[src/rtl/two_five_pkg.sv]
// Shared constants and types for the serial 2-of-5 receiver: legal code words,
// the invalid-digit marker, word length and the receive FSM state type.
package two_five_pkg;

    localparam int WORD_BITS = 5;
    localparam logic [3:0] DIG_INVALID = 4'hF;

    // Legal 2-of-5 code words, bit 4 (first on the wire) on the left.
    localparam logic [WORD_BITS-1:0] CODE_0 = 5'b01100;
    localparam logic [WORD_BITS-1:0] CODE_1 = 5'b11000;
    localparam logic [WORD_BITS-1:0] CODE_2 = 5'b10100;
    localparam logic [WORD_BITS-1:0] CODE_3 = 5'b10010;
    localparam logic [WORD_BITS-1:0] CODE_4 = 5'b01010;
    localparam logic [WORD_BITS-1:0] CODE_5 = 5'b00110;
    localparam logic [WORD_BITS-1:0] CODE_6 = 5'b10001;
    localparam logic [WORD_BITS-1:0] CODE_7 = 5'b01001;
    localparam logic [WORD_BITS-1:0] CODE_8 = 5'b00101;
    localparam logic [WORD_BITS-1:0] CODE_9 = 5'b00011;

    typedef enum logic {
        HUNT  = 1'b0,
        SHIFT = 1'b1
    } state_e;

    typedef struct packed {
        logic       err;
        logic [3:0] digit;
    } dec_t;

endpackage

[src/rtl/two_five_dec_ser_if.sv]
// Serial-in / digit-out handshake bundle of the 2-of-5 receiver.
// master = link driver plus digit consumer, slave = the receiver.
interface two_five_dec_ser_if;

    logic       sin;
    logic       sin_valid;
    logic       sin_sof;
    logic       sin_ready;
    logic [3:0] dout;
    logic       dout_err;
    logic       dout_valid;
    logic       dout_ready;

    modport master (
        output sin, sin_valid, sin_sof, dout_ready,
        input  sin_ready, dout, dout_err, dout_valid
    );

    modport slave (
        input  sin, sin_valid, sin_sof, dout_ready,
        output sin_ready, dout, dout_err, dout_valid
    );

endinterface

[src/rtl/two_five_dec_lut.sv]
// Combinational 2-of-5 code to BCD decode; any non-legal pattern yields
// DIG_INVALID with err set.
module two_five_dec_lut
    import two_five_pkg::*;
(
    input  logic [WORD_BITS-1:0] code,
    output dec_t                 dec
);

    // NOTE: default assignment first so every path drives dec and no latch is inferred.
    always_comb begin
        dec = '{err: 1'b1, digit: DIG_INVALID};
        case (code)
            CODE_0: dec = '{err: 1'b0, digit: 4'd0};
            CODE_1: dec = '{err: 1'b0, digit: 4'd1};
            CODE_2: dec = '{err: 1'b0, digit: 4'd2};
            CODE_3: dec = '{err: 1'b0, digit: 4'd3};
            CODE_4: dec = '{err: 1'b0, digit: 4'd4};
            CODE_5: dec = '{err: 1'b0, digit: 4'd5};
            CODE_6: dec = '{err: 1'b0, digit: 4'd6};
            CODE_7: dec = '{err: 1'b0, digit: 4'd7};
            CODE_8: dec = '{err: 1'b0, digit: 4'd8};
            CODE_9: dec = '{err: 1'b0, digit: 4'd9};
            default: ;
        endcase
    end

endmodule

[src/rtl/two_five_dec_ser.sv]
// Serial 2-of-5 receiver: frames words on sin_sof, decodes to BCD into a
// one-entry valid/ready output register. Define TWO_FIVE_DEC_ERRCNT_EN to build
// the saturating code/framing error counter; otherwise err_cnt is tied to zero.
module two_five_dec_ser
    import two_five_pkg::*;
#(
    parameter int ERR_W = 8
) (
    input  logic                 clk,
    input  logic                 rst,
    two_five_dec_ser_if.slave    bus,
    output logic [ERR_W-1:0]     err_cnt
);

    localparam logic [2:0] LAST_BIT = 3'(WORD_BITS - 1);

    state_e                 state_q, state_d;
    logic [2:0]             bit_cnt_q, bit_cnt_d;
    logic [WORD_BITS-2:0]   shift_q, shift_d;
    logic [3:0]             dout_q, dout_d;
    logic                   dout_err_q, dout_err_d;
    logic                   dout_valid_q, dout_valid_d;

    logic                   sin_ready;
    logic                   accept;
    logic                   err_ev;
    logic [WORD_BITS-1:0]   word_nxt;
    dec_t                   dec;

    // Only the last bit of a word can stall, and only on registered state.
    assign sin_ready = ~(dout_valid_q & (state_q == SHIFT) & (bit_cnt_q == LAST_BIT));
    assign accept    = bus.sin_valid & sin_ready;
    assign word_nxt  = {shift_q, bus.sin};

    two_five_dec_lut u_lut (
        .code (word_nxt),
        .dec  (dec)
    );

    always_comb begin
        state_d      = state_q;
        bit_cnt_d    = bit_cnt_q;
        shift_d      = shift_q;
        dout_d       = dout_q;
        dout_err_d   = dout_err_q;
        dout_valid_d = dout_valid_q;
        err_ev       = 1'b0;

        if (dout_valid_q && bus.dout_ready) begin
            dout_valid_d = 1'b0;
        end

        if (accept) begin
            if (bus.sin_sof) begin
                // A sof inside a word drops the partial word and restarts framing.
                err_ev    = (state_q == SHIFT);
                shift_d   = {{(WORD_BITS-2){1'b0}}, bus.sin};
                bit_cnt_d = 3'd1;
                state_d   = SHIFT;
            end else if (state_q == SHIFT) begin
                shift_d = word_nxt[WORD_BITS-2:0];
                if (bit_cnt_q == LAST_BIT) begin
                    dout_d       = dec.digit;
                    dout_err_d   = dec.err;
                    dout_valid_d = 1'b1;
                    err_ev       = dec.err;
                    bit_cnt_d    = 3'd0;
                    state_d      = HUNT;
                end else begin
                    bit_cnt_d = bit_cnt_q + 3'd1;
                end
            end
        end
    end

    // NOTE: sequential state uses non-blocking assignments so every flop samples pre-edge values.
    always_ff @(posedge clk) begin
        if (rst) begin
            state_q      <= HUNT;
            bit_cnt_q    <= 3'd0;
            shift_q      <= '0;
            dout_q       <= 4'd0;
            dout_err_q   <= 1'b0;
            dout_valid_q <= 1'b0;
        end else begin
            state_q      <= state_d;
            bit_cnt_q    <= bit_cnt_d;
            shift_q      <= shift_d;
            dout_q       <= dout_d;
            dout_err_q   <= dout_err_d;
            dout_valid_q <= dout_valid_d;
        end
    end

    assign bus.sin_ready  = sin_ready;
    assign bus.dout       = dout_q;
    assign bus.dout_err   = dout_err_q;
    assign bus.dout_valid = dout_valid_q;

`ifdef TWO_FIVE_DEC_ERRCNT_EN
    logic [ERR_W-1:0] err_cnt_q, err_cnt_d;

    always_comb begin
        err_cnt_d = err_cnt_q;
        if (err_ev && (err_cnt_q != '1)) begin
            err_cnt_d = err_cnt_q + ERR_W'(1);
        end
    end

    always_ff @(posedge clk) begin
        if (rst) begin
            err_cnt_q <= '0;
        end else begin
            err_cnt_q <= err_cnt_d;
        end
    end

    assign err_cnt = err_cnt_q;
`else
    logic unused_err_ev;
    assign unused_err_ev = err_ev;
    assign err_cnt       = '0;
`endif

endmodule

[src/flat_wrapper.sv]
// flat-port wrapper written by rule: the top's interface ports become plain ports
module two_five_dec_ser_flat import two_five_pkg::*;
#(
    parameter int ERR_W = 8
)
  (clk, rst, err_cnt, bus_sin, bus_sin_valid, bus_sin_sof, bus_dout_ready, bus_sin_ready, bus_dout, bus_dout_err, bus_dout_valid);
  two_five_dec_ser_if bus_i ();
  input  logic clk;
  input  logic rst;
  output logic [ERR_W-1:0] err_cnt;
  input wire logic [$bits(bus_i.sin)-1:0] bus_sin;
  input wire logic [$bits(bus_i.sin_valid)-1:0] bus_sin_valid;
  input wire logic [$bits(bus_i.sin_sof)-1:0] bus_sin_sof;
  input wire logic [$bits(bus_i.dout_ready)-1:0] bus_dout_ready;
  output wire logic [$bits(bus_i.sin_ready)-1:0] bus_sin_ready;
  output wire logic [$bits(bus_i.dout)-1:0] bus_dout;
  output wire logic [$bits(bus_i.dout_err)-1:0] bus_dout_err;
  output wire logic [$bits(bus_i.dout_valid)-1:0] bus_dout_valid;
  assign bus_i.sin = bus_sin;
  assign bus_i.sin_valid = bus_sin_valid;
  assign bus_i.sin_sof = bus_sin_sof;
  assign bus_i.dout_ready = bus_dout_ready;
  assign bus_sin_ready = bus_i.sin_ready;
  assign bus_dout = bus_i.dout;
  assign bus_dout_err = bus_i.dout_err;
  assign bus_dout_valid = bus_i.dout_valid;
  two_five_dec_ser #(.ERR_W(ERR_W)) u_core (.clk(clk), .rst(rst), .bus(bus_i), .err_cnt(err_cnt));
endmodule
[config.mk]
export PLATFORM = sky130hd
export DESIGN_NAME = two_five_dec_ser_flat
export DESIGN_NICKNAME = d
export VERILOG_FILES = /design/src/rtl/two_five_pkg.sv /design/src/rtl/two_five_dec_ser_if.sv /design/src/rtl/two_five_dec_lut.sv /design/src/rtl/two_five_dec_ser.sv /design/src/flat_wrapper.sv
export SDC_FILE = /design/constraint.sdc
export NUM_CORES = 1
export LEC_CHECK = 0
export ABC_AREA = 1
export CORE_AREA = 2 2 53 55
export CTS_BUF_LIST = sky130_fd_sc_hd__clkbuf_8
export DETAILED_ROUTE_END_ITERATION = 6
export DIE_AREA = 0 0 55 57
export PLACE_DENSITY = 0.65
export SETUP_SLACK_MARGIN = 0.5
export SYNTH_ARGS = -nofsm -noshare
export SYNTH_HDL_FRONTEND = slang
export SYNTH_HIERARCHICAL = 1
export SYNTH_SLANG_ARGS = --single-unit
[constraint.sdc]
create_clock -name clk -period 1.5 [get_ports clk]
set_input_delay 0.3 -clock clk [delete_from_list [all_inputs] [get_ports clk]]
set_output_delay 0.3 -clock clk [all_outputs]
set_load 0.005 [all_outputs]
==> results.cfg <==
[grt]
grt_usage_pct = 17.6
grt.overflow.total = 0
grt_max_degree = 9
grt_first_pass_wirelength_um = 3960
grt_pass1_vias = 885
antenna_found_initial = 0

[power_and_ir_drop]
power_density_nw_per_um2 = 613
vdd_drop_max_v = 0.000655
power_uw = 889
leakagePower_uw = 0.000690

[floorplan]
fp.coreArea_sq_um = 2620
die_w_um = 55
dieArea_sq_um = 3140
start_util_pct = 36.8
boundaryPins = 21
fp-row-count = 19
fp.dieH_um = 57

[worst_setup_path]
cp_max_fo = 2
path_delay_family = flip-flops
r2r-start = u_core/bit_cnt_q[0]
max_stage_delay_ns = 0.34
crit_top_cell = nand2_4
worstPathArrival_ns = 1.07
path_buf_inv = 3
r2r_cells = 10
reg2reg_to = u_core/bit_cnt_q[0]
slowest_stage = dfxtp_2
cp_cell_sequence = inv_2, ha_4, nand2_4, clkinv_4, nand2_4, buf_6
end_kind = output pin
crit_path_start_kind = register
r2r_slack_ns = 0.13
worstSetupPathType = register to output pin
crit_required_ns = 1.20

[min_path]
min_to = u_core/shift_q[0]
holdPathStages = 3
worstHoldStart = bus_sin
hold_path_class = input pin to register

[finish]
postLayoutCellArea_sq_um = 1450
fill_cells = 237
fin_nets = 189
drive_gt1_share_pct = 49.4
insertedDiodeCount = 0
syn2layout_area_growth_pct = 50.4

[run]
drv_cap = 0

[route]
postRouteWirelength_um = 2550
viasPerCell = 4.73
drt-initial-drc-count = 27
drc_errors = 0
num_vias = 998
detail_route.first_pass.iterations = 4
postRouteAntennaNets = 0
wl_per_cell_um = 12.1

[sta]
rsz0062_at_grt = true
skew_ns = 0.00107
fmax_ghz = 0.728
final-setup-viol-count = 0
finalHoldViolCount = 0
drv_slew = 0
layout_min_cycle_time_ns = 1.37
period_share_pct = 91.6

[yosys]
synth_area_per_cell_sq_um = 6.64
synth_edf_count = 0
ys_ff_latch = 14
synthCells = 145
syn-cell-area_sq_um = 963
synth_warnings = 6
ys.flop_type = dfxtp_1
yosysTopAreaCell = dfxtp_1
async_flop_share_pct = 0
synth.distinct_cells = 22
yosysMostFrequentCell = nand2_1
ys_top_cells_by_count = 33 x nand2_1, 20 x inv_1, 17 x nor2_1
synth_top_area_share_pct = 29.1
ys_top_cells_by_area = dfxtp_1 29%, nand2_1 13%, inv_1 7.8%
ys_seq_area_share_pct = 29.1

[clocking]
h-tree-depth = 1
cts_root_buffer = clkbuf_8
holdBufCountCts = 0
clock_latency_ns = 0.25
clkSlewWorstSetupHoldPaths_ns = 0.06
clock_sinks = 14
clock_path_buffers = 2
cts_tree = built
cts_made_buffers = 3

[place]
placed_area_sq_um = 1210
io_buffers = 12
place_congestion = 0.828
dp_hpwl_um = 1590

[run_status]
status = completed
metal layers:
| layer | track usage [%] | vias to the layer above | wire length, um |
|---|---|---|---|
| met3 | 5.50 | 2 | 92 |
| met2 | 28.6 | 20 | 1300 |
| met5 | 0 | - | 0 |
| met1 | 22.5 | 465 | 1140 |
| li1 | - | 511 | - |
| met4 | 4.18 | 0 | 17 |
state kept, by name, summed over array words and instances (netlist names):
name                   cells
u_core/state_q             1
u_core/bit_cnt_q           3
u_core/bus.dout            4
u_core/bus.dout_valid      1
u_core/bus.dout_err        1
u_core/shift_q             4
final cells by class:
| cell class | count | area, sq um | area share (%) |
|---|---|---|---|
| clock buffer | 4 | 55.1 | 3.80 |
| inverter | 23 | 91.3 | 6.30 |
| multi-input combinational | 105 | 668 | 46.1 |
| sequential | 14 | 303 | 20.9 |
| tap | 31 | 38.8 | 2.68 |
| timing repair buffer | 34 | 293 | 20.2 |
worst max path at each step:
stage / endpoint / cells after the start / slack [ns] / startpoint
6_report: bus_sin_ready / 6 / 0.13 / u_core/bit_cnt_q[0]
5_1_grt: u_core/bit_cnt_q[2] / 11 / 0.07 / u_core/bit_cnt_q[0]
4_1_cts: bus_sin_ready / 6 / 0.15 / u_core/bit_cnt_q[0]
3_5_place_dp: u_core/bus.dout[0] / 9 / -0.24 / bus_sin
3_3_place_gp: u_core/bus.dout[0] / 9 / -0.21 / bus_sin
2_1_floorplan: u_core/bus.dout[0] / 9 / 0.39 / u_core/shift_q[2]
per-stage QoR:
stage | instances | utilization (%) | setup TNS, ns | hold WS (ns) | worst slack, ns
floorplan | 152 | - | 0 | 0.442 | 0.394
finish | 211 | 55.4 | 0 | 0.390 | 0.126
global route | 211 | 55.4 | 0 | 0.412 | 0.0691
global placement | 195 | 46.2 | -1.01 | 0.468 | -0.212
detailed placement | 195 | 46.2 | -1.12 | 0.477 | -0.243
CTS | 208 | 52.2 | 0 | 0.497 | 0.151
where the power goes:
group / total [uW] / internal (uW) / switching (uW)
logic: 131 / 56.4 / 74.2
registers: 381 / 374 / 7.22
clock network: 377 / 233 / 145
cell families (layout without fill, tap and decap cells):
| family | after synthesis | in the layout | share of synthesized area [%] |
|---|---|---|---|
| other | 1 | 8 | 0.389 |
| DFF | 14 | 14 | 29.1 |
| adders and majority gates | 2 | 2 | 2.60 |
| buffers and inverters | 34 | 61 | 18.7 |
| and+or+nand+nor | 86 | 87 | 45.1 |
| AOI/OAI and AO/OA | 8 | 8 | 4.16 |
tightest hold or removal path, delay by kind of cell:
family          cells  cell delay, ns
buf+inv             1            0.14
compound gates      1            0.05
simple gates        1            0.10
cell usage in the layout, fill, tap and decap left out, types with 3 or more instances in the layout:
| cell type | n |
|---|---|
| nand2_1 | 26 |
| inv_1 | 16 |
| buf_4 | 16 |
| nor2_1 | 12 |
| buf_6 | 10 |
| nand3_1 | 10 |
| nand2_2 | 9 |
| dfxtp_2 | 9 |
| nor2_4 | 8 |
| conb_1 | 8 |
| nand4_1 | 7 |
| inv_2 | 6 |
| a21oi_1 | 5 |
| nand3_2 | 5 |
| clkbuf_8 | 4 |
| clkdlybuf4s50_1 | 4 |
| nor2_2 | 4 |
| buf_2 | 3 |
| a21oi_2 | 3 |
| dfxtp_4 | 3 |
timing repair:
item | in CTS | in global routing
setup buffers | 8 | 3
gates resized for setup | 49 | 20
setup endpoints to repair | 21 | 20
pin swaps | 4 | 4
gates cloned | 1 | 0
No activity file was read; power rests on OpenSTA's default activity.
